<file path="config.mk">
export PLATFORM = sky130hd
export DESIGN_NAME = systolic_stream_port_flat
export DESIGN_NICKNAME = d
export VERILOG_FILES = /design/src/rtl/systolic_stream_port_pkg.sv /design/src/rtl/systolic_stream_port_if.sv /design/src/rtl/systolic_stream_port_stream_beat_mux.sv /design/src/rtl/systolic_stream_port.sv /design/src/flat_wrapper.sv
export SDC_FILE = /design/constraint.sdc
export NUM_CORES = 1
export LEC_CHECK = 0
export CORE_ASPECT_RATIO = 0.9
export CORE_MARGIN = 2
export CORE_UTILIZATION = 55
export DETAILED_ROUTE_END_ITERATION = 7
export PLACE_DENSITY_LB_ADDON = 0.05
export SLEW_MARGIN = 20
export SYNTH_ARGS = -nofsm -noshare
export SYNTH_HDL_FRONTEND = slang
export SYNTH_SLANG_ARGS = --single-unit
</file>
<file path="constraint.sdc">
create_clock -name clk -period 2.6 [get_ports clk]
set_input_delay 0.52 -clock clk [delete_from_list [all_inputs] [get_ports clk]]
set_output_delay 0.52 -clock clk [all_outputs]
set_load 0.02 [all_outputs]
</file>
<file path="src/rtl/systolic_stream_port_pkg.sv">
// rtl/systolic_stream_port_pkg.sv - shared defaults and block indexing helper
package systolic_stream_port_pkg;

  localparam int DEF_DW    = 4;
  localparam int DEF_DEPTH = 16;
  localparam int DEF_NCH   = 2;

  // Offset of beat k of channel c inside a flattened block of dw-bit elements.
  function automatic int blk_off(input int c, input int k, input int depth, input int dw);
    return (c * depth + k) * dw;
  endfunction

endpackage

</file>
<file path="src/rtl/systolic_stream_port_if.sv">
// rtl/systolic_stream_port_if.sv - result block handshake from the compute core
interface systolic_stream_port_if
  import systolic_stream_port_pkg::*;
#(
  parameter int DW    = DEF_DW,
  parameter int DEPTH = DEF_DEPTH,
  parameter int NCH   = DEF_NCH
) ();

  logic [NCH*DEPTH*DW-1:0] res_data;
  logic [NCH*DEPTH-1:0]    res_ctrl;
  logic                    res_valid;
  logic                    res_ready;

  modport master (output res_data, output res_ctrl, output res_valid, input res_ready);
  modport slave  (input res_data, input res_ctrl, input res_valid, output res_ready);

endinterface

</file>
<file path="src/rtl/systolic_stream_port_stream_beat_mux.sv">
// rtl/systolic_stream_port_stream_beat_mux.sv - per-channel beat selector over a buffered block
module stream_beat_mux #(
  parameter int DW    = 4,
  parameter int DEPTH = 16
) (
  input  logic [DEPTH*DW-1:0]        data,
  input  logic [DEPTH-1:0]           ctrl,
  input  logic [$clog2(DEPTH)-1:0]   sel,
  output logic [DW-1:0]              q,
  output logic                       qc
);

  localparam int BW = $clog2(DEPTH);

  always_comb begin
    q  = '0;
    qc = 1'b0;
    for (int k = 0; k < DEPTH; k++) begin
      if (sel == BW'(k)) begin
        q  = data[k*DW +: DW];
        qc = ctrl[k];
      end
    end
  end

endmodule

</file>
<file path="src/rtl/systolic_stream_port.sv">
// rtl/systolic_stream_port.sv - block-buffered stream port forwarding or substituting core results
module systolic_stream_port
  import systolic_stream_port_pkg::*;
#(
  parameter int DW    = DEF_DW,
  parameter int DEPTH = DEF_DEPTH,
  parameter int NCH   = DEF_NCH
) (
  input  logic                      clk,
  input  logic                      rst_n,
  input  logic                      en,
  input  logic                      cap_en,
  input  logic [NCH*DW-1:0]         din,
  input  logic [NCH-1:0]            cin,
  output logic [NCH*DW-1:0]         dout,
  output logic [NCH-1:0]            cout,
  output logic [$clog2(DEPTH)-1:0]  beat,
  output logic                      blk_valid,
  output logic [NCH*DEPTH*DW-1:0]   blk_data,
  output logic [NCH*DEPTH-1:0]      blk_ctrl,
  output logic                      blk_cap,
  systolic_stream_port_if.slave     res
);

  localparam int BW     = $clog2(DEPTH);
  localparam int BLK_DW = NCH * DEPTH * DW;
  localparam int BLK_CW = NCH * DEPTH;
  localparam logic [BW-1:0] LAST_BEAT = BW'(DEPTH - 1);

  logic [BLK_DW-1:0] in_data, out_data, commit_data, rr_data;
  logic [BLK_CW-1:0] in_ctrl, out_ctrl, commit_ctrl, rr_ctrl;
  logic              rr_full;
  logic              last, commit, cap_blk;

  assign last          = (beat == LAST_BEAT);
  assign commit        = en && last;
  assign cap_blk       = cap_en && in_ctrl[blk_off(0, 0, DEPTH, 1)];
  assign res.res_ready = !rr_full;

  // The final beat is still on din/cin at the commit edge, so splice it in.
  always_comb begin
    commit_data = in_data;
    commit_ctrl = in_ctrl;
    for (int c = 0; c < NCH; c++) begin
      commit_data[blk_off(c, DEPTH-1, DEPTH, DW) +: DW] = din[c*DW +: DW];
      commit_ctrl[blk_off(c, DEPTH-1, DEPTH, 1)]        = cin[c];
    end
  end

  always_ff @(posedge clk or negedge rst_n) begin
    if (!rst_n) begin
      beat      <= '0;
      in_data   <= '0;
      in_ctrl   <= '0;
      out_data  <= '0;
      out_ctrl  <= '0;
      blk_data  <= '0;
      blk_ctrl  <= '0;
      blk_valid <= 1'b0;
      blk_cap   <= 1'b0;
    end else if (en) begin
      beat      <= beat + 1'b1;
      blk_valid <= last;
      for (int c = 0; c < NCH; c++) begin
        for (int k = 0; k < DEPTH; k++) begin
          if (beat == BW'(k)) begin
            in_data[blk_off(c, k, DEPTH, DW) +: DW] <= din[c*DW +: DW];
            in_ctrl[blk_off(c, k, DEPTH, 1)]        <= cin[c];
          end
        end
      end
      if (last) begin
        blk_data <= commit_data;
        blk_ctrl <= commit_ctrl;
        blk_cap  <= cap_blk;
        if (!cap_blk) begin
          out_data <= commit_data;
          out_ctrl <= commit_ctrl;
        end else if (rr_full) begin
          out_data <= rr_data;
          out_ctrl <= rr_ctrl;
        end else begin
          out_data <= '0;
          out_ctrl <= '0;
        end
      end
    end else begin
      blk_valid <= 1'b0;
    end
  end

  // Accept only into an empty register, so an arrival never feeds the commit on the same edge.
  always_ff @(posedge clk or negedge rst_n) begin
    if (!rst_n) begin
      rr_full <= 1'b0;
      rr_data <= '0;
      rr_ctrl <= '0;
    end else if (res.res_valid && !rr_full) begin
      rr_full <= 1'b1;
      rr_data <= res.res_data;
      rr_ctrl <= res.res_ctrl;
    end else if (commit && cap_blk && rr_full) begin
      rr_full <= 1'b0;
    end
  end

  for (genvar c = 0; c < NCH; c++) begin : g_ch
    stream_beat_mux #(.DW(DW), .DEPTH(DEPTH)) u_mux (
      .data (out_data[c*DEPTH*DW +: DEPTH*DW]),
      .ctrl (out_ctrl[c*DEPTH +: DEPTH]),
      .sel  (beat),
      .q    (dout[c*DW +: DW]),
      .qc   (cout[c])
    );
  end

endmodule

</file>
<file path="src/flat_wrapper.sv">
// flat-port wrapper written by rule: the top's interface ports become plain ports
module systolic_stream_port_flat import systolic_stream_port_pkg::*;
#(
  parameter int DW    = DEF_DW,
  parameter int DEPTH = DEF_DEPTH,
  parameter int NCH   = DEF_NCH
)
  (clk, rst_n, en, cap_en, din, cin, dout, cout, beat, blk_valid, blk_data, blk_ctrl, blk_cap, res_res_data, res_res_ctrl, res_res_valid, res_res_ready);
  systolic_stream_port_if #(.DW(DW), .DEPTH(DEPTH), .NCH(NCH)) res_i ();
  input  logic clk;
  input  logic rst_n;
  input  logic en;
  input  logic cap_en;
  input  logic [NCH*DW-1:0] din;
  input  logic [NCH-1:0] cin;
  output logic [NCH*DW-1:0] dout;
  output logic [NCH-1:0] cout;
  output logic [$clog2(DEPTH)-1:0] beat;
  output logic blk_valid;
  output logic [NCH*DEPTH*DW-1:0] blk_data;
  output logic [NCH*DEPTH-1:0] blk_ctrl;
  output logic blk_cap;
  input wire logic [$bits(res_i.res_data)-1:0] res_res_data;
  input wire logic [$bits(res_i.res_ctrl)-1:0] res_res_ctrl;
  input wire logic [$bits(res_i.res_valid)-1:0] res_res_valid;
  output wire logic [$bits(res_i.res_ready)-1:0] res_res_ready;
  assign res_i.res_data = res_res_data;
  assign res_i.res_ctrl = res_res_ctrl;
  assign res_i.res_valid = res_res_valid;
  assign res_res_ready = res_i.res_ready;
  systolic_stream_port #(.DW(DW), .DEPTH(DEPTH), .NCH(NCH)) u_core (.clk(clk), .rst_n(rst_n), .en(en), .cap_en(cap_en), .din(din), .cin(cin), .dout(dout), .cout(cout), .beat(beat), .blk_valid(blk_valid), .blk_data(blk_data), .blk_ctrl(blk_ctrl), .blk_cap(blk_cap), .res(res_i));
endmodule
</file>
# Word level (Yosys, flattened, before mapping)
# Index checks and enable logic that the tools add are counted.
# W data, S select, Z words.
# totals
wordCells,151
register_bits,637
input_bits,175
out_inout_bits,177
# op_classes
eq_ne,15
add_sub_neg,1
muxes,71
n_reduce_logical,24
# ops
op,n
$mux W128,2
$mux W4,32
$mux W32,2
$mux W1,35
$eq A4 B4 Y1 const B,8
$reduce_and A2 Y1,16
$eq A4 B3 Y1 const B,4
$eq A4 B2 Y1 const B,2
$logic_and A1 B1 Y1,5
$add A4 B1 Y4 const B,1
$eq A4 B1 Y1 const B,1
$logic_not A4 Y1,1
$reduce_bool A2 Y1,1
$logic_not A1 Y1,1

# Logic depth before layout (Yosys ltp)
# depth
word_depth,17
depth_mapped,10
ltp_nobuf,6

# By module
# From an unflattened synthesis, not the netlist that was laid out.
# unflattened
cells_unflattened,2551
hier_area_um2,27629.0
# by_module_without_submodules
mod,n_inst,seq_area_each_um2,area_each_um2,cells_per_inst
systolic_stream_port,1,15940.3,25687.1,2287
stream_beat_mux,2,0.0,970.9,132

# Least setup slack after synthesis
# Ideal clock, no wire load.
# synth_timing
path_kind,register to output
startpoint,reg u_core.beat[0]
endpoint,out cout[0]
path_stages_with_launch,10
t_arrival_ns,2.085
slack_ns,-0.005
n_path_buf,3
t_required_ns,2.080
cell_sequence,dfrtp_1 inv_1 ha_1 nor2b_1 buf_2 buf_4 a221oi_2 o22ai_1 a311o_1 buf_4
# synth_between
elab_chain_len,17
elab_cells_between_ends,32
classes_between,eq/ne: 15; mux: 16; reduce/logical: 1
# synth_lines
element,line,rtl
from (decl),systolic_stream_port.sv:17,"output logic [$clog2(DEPTH)-1:0] beat,"
from (signal assigned),systolic_stream_port.sv:62,beat <= beat + 1'b1;
$logic_not A4 Y1,systolic_stream_port_stream_beat_mux.sv:19,if (sel == BW'(k)) begin
$mux W1 (15 in series),systolic_stream_port_stream_beat_mux.sv:19,
$mux W1 (*),systolic_stream_port_stream_beat_mux.sv:19,
to (decl),flat_wrapper.sv:17,output logic [NCH-1:0] cout;
# Every way passes the cells marked *; elsewhere a longest branch is shown, timed or not.

# Final worst setup path
# layout_timing
startpoint,reg u_core.beat[0]
endpoint,out dout[4]
# layout_between
elab_chain_len,17
elab_cells_between_ends,32
classes_between,eq/ne: 15; mux: 16; reduce/logical: 1
# layout_lines
element,line,rtl
$logic_not A4 Y1,systolic_stream_port_stream_beat_mux.sv:19,
$mux W4 (15 in series),systolic_stream_port_stream_beat_mux.sv:19,
$mux W4 (*),systolic_stream_port_stream_beat_mux.sv:19,
to (decl),flat_wrapper.sv:16,output logic [NCH*DW-1:0] dout;
# Marks and branches as above.

==> results_dict.tcl <==
set metrics [dict create \
    status "finished with violations" \
    violations "negative setup slack" \
    grt_start_max_net_pins 161 \
    fmaxAchievable_mhz 317 \
    hp-start "u_core.blk_data[1]$_DFFE_PN0P_" \
    multiInputGateArea_um2 10500 \
    cts_inserted_buffers 66 \
    nets 3084 \
    leakagePower_nw 15.6 \
    cp_data_required_time_ns 2.08 \
    grt_pass1_vias 21375 \
    cpMaxStageDelayCell "dfrtp_2" \
    rsz0062_at_grt "true" \
    crit_buf_inv 3 \
    grt_pass1_wl_mm 130 \
    cp_max_fo 7 \
    syn_area_per_cell_um2 10.7 \
    core-area_um2 48900 \
    crit_path_max_incr_delay_ns 0.44 \
    gp_congestion 0.883 \
    cts_tree "yes" \
    layout_setup_ws_ns -0.552 \
    ys_warn_count 0 \
    powerDensity_nw_per_um2 1300 \
    pin_count 352 \
    htreeDepth 3 \
    skew_ns 0.0229 \
    post-route-min-period_ns 3.15 \
    p_comb_frac 0.375 \
    p_int_mw 28.5 \
    diodes 0 \
    track_usage 0.336 \
    start_util 0.554 \
    post_dp_cell_area_um2 32000 \
    max_cap_viol_count 0 \
    drtIter0Drc 2066 \
    swShare 0.369 \
    critical_path.cell_chain "buf_6 > ha_4 > bufbuf_16 > a221oi_4 > o32ai_2 > a221o_1 > buf_6" \
    die_h_um 215 \
    die-area_um2 51100 \
    post-dp-hpwl_mm 57.4 \
    area_delta_synth_final_pct 27.8 \
    drive_gt1_frac 0.213 \
    routed_wl_mm 84.4 \
    async_flop_share 1.00 \
    fin_area_um2 34700 \
    ir_drop_uv 854 \
    clkLatencyLatePin_ns 0.62 \
    synth_area_um2 27100 \
    most-common-layout-cells "nand2_1, dfrtp_1, clkdlybuf4s50_1" \
    crit_start "u_core.beat[0]$_DFFE_PN0P_" \
    remaining_drc_errors 0 \
    critPathCaptureType "output pin" \
    synth_enable_flop_cells 0 \
    netlist_instances 2545 \
    cts-root-buf "clkbuf_16" \
    ys_ff_latch 637 \
    final_common_cell "nand2_1" \
    clkSinkCount 637 \
    drv_slew 0 \
    antenna_found_initial 4 \
    worst_pin_slew_ns 0.893 \
    clockPowerShare 0.214 \
    grt_overflow_total 0 \
    critPathKind "reg -> out" \
    slew_headroom 0.403 \
    r2r-start "u_core.beat[2]$_DFFE_PN0P_" \
    wire_per_inst_um 23.5 \
    cts_buffer_depth 3 \
    switchingPower_mw 16.7 \
    ys.flop_type "dfrtp_1" \
    fill_cells 3618 \
    seq_area_um2 15900 \
    cp-start-kind "flop" \
    post-place-ws_ns -0.547 \
    finalSetupViolations 10 \
    vias 21375 \
    crit_path_frequent_cell "buf_6" \
    arrival_ns 2.63 \
    rows 77 \
    path_delay_family "compound AO/OA/AOI/OAI gates" \
    yosysUniqueCellTypes 52 \
    drt_pass1_iterations 5 \
    hold_class "reg -> reg" \
    fp.dieW_um 238 \
    clk_pin_slew_ns 0.07 \
    vias_per_cell 5.96 \
    syn-num-nets 2724 \
    power.share.sequential 0.412 \
    antenna_left 0 \
    port_buffers 351 \
    final-hold-violation-count 0 \
    period_share 1.21 \
    ys_seq_area_frac 0.588 \
]
==> flip-flops by register name, summed over array words and instances, names as in the netlist <==
register and flops:
u_core.rr_ctrl 32, u_core.out_data 128, u_core.blk_data 128, u_core.out_ctrl 32
u_core.in_ctrl 30, u_core.blk_ctrl 32, u_core.blk_valid 1, u_core.blk_cap 1
u_core.rr_data 128, u_core.rr_full 1, u_core.in_data 120, u_core.beat 4
==> worst paths after layout <==
path	to	slack, ns	cells past startpoint
min in group asynchronous	u_core.out_data[34]$_DFFE_PN0P_	0.50	2
max in group asynchronous	u_core.blk_ctrl[20]$_DFFE_PN0P_	1.26	3
max	dout[4]	-0.55	7
max reg2reg	u_core.blk_cap$_DFFE_PN0P_	0.29	7
min reg2reg	u_core.blk_data[1]$_DFFE_PN0P_	0.47	2
min	u_core.blk_data[1]$_DFFE_PN0P_	0.47	2
==> cells in the mapped netlist (16+ instances only) <==
cell type | number | area, um^2
nand3_1 | 161 | 806
a21oi_1 | 34 | 170
nand2_1 | 669 | 2510
mux2_2 | 310 | 3490
inv_1 | 17 | 63.8
nand3b_1 | 16 | 120
dfrtp_1 | 637 | 15900
a221oi_1 | 16 | 140
nor2_1 | 163 | 612
clkbuf_1 | 84 | 315
o21ai_0 | 29 | 145
a31oi_1 | 160 | 1000
buf_2 | 94 | 470
==> through the flow <==
step / total power [mW] / hold slack, ns / cells / util / TNS, ns
3_3_place_gp: 33.9 / 0.458 / 3461 / 0.654 / -4.19
3_5_place_dp: 34.4 / 0.461 / 3461 / 0.654 / -4.74
5_1_grt: 47.5 / 0.488 / 3584 / 0.709 / -5.87
4_1_cts: 45.1 / 0.476 / 3585 / 0.708 / -5.34
2_1_floorplan: 26.8 / 0.224 / 2545 / - / 0
6_report: 45.2 / 0.468 / 3584 / 0.709 / -5.19
==> routing by layer <==
metal | global-route usage | vias to the layer above | wire (um) | part of all wire
met4 | 0.118 | 6 | 3230 | 0.038
met2 | 0.514 | 855 | 39000 | 0.46
met3 | 0.0733 | 180 | 6310 | 0.075
met1 | 0.478 | 10875 | 35800 | 0.42
met5 | 0 | - | 40 | 0.00047
li1 | - | 9459 | - | -
==> repair_timing <==
item | CTS | global route
setup endpoints to repair | 10 | 10
gates resized for setup | 109 | 12
hold buffers | 1 | 0
pin swaps | 23 | 15
cloned | 2 | 0
buffers inserted | 6 | 0
hold endpoints to repair | 35 | 0
==> logic make-up (layout without fill, tap and decap cells) <==
family	after synthesis	after routing	synth area share
adder cells (fa/ha/maj)	4	4	0.00184
buffers and inverters	219	626	0.0374
multiplexers	320	320	0.132
XOR/XNOR	3	3	0.000969
flip-flops	637	637	0.588
AO/OA/AOI/OAI	311	311	0.0788
AND/OR/NAND/NOR	1051	1051	0.161
==> power by group through the flow <==
stage / sequential (mW) / clock, mW / combinational, mW
6_report: 18.6 / 9.66 / 17.0
3_5_place_dp: 18.5 / 0 / 15.9
2_1_floorplan: 18.1 / 0 / 8.70
5_1_grt: 19.0 / 10.2 / 18.3
3_3_place_gp: 18.4 / 0 / 15.4
4_1_cts: 18.5 / 9.77 / 16.9
==> worst register-to-register path, cell delays in order (launching register included) <==
cell     delay (ns)
dfrtp_2        0.42
buf_4          0.21
and2_1         0.25
buf_4          0.20
nand3_4        0.14
buf_12         0.38
buf_4          0.44
o21ai_0        0.15
==> area by class of cell <==
class	instances	area share
sequential	637	0.460
multi-input combinational	1689	0.303
timing repair buffer	492	0.149
clock buffer	93	0.0549
tap	632	0.0228
clock inverter	22	0.00819
inverter	19	0.00263
No activity file was read; power rests on OpenSTA's default activity.
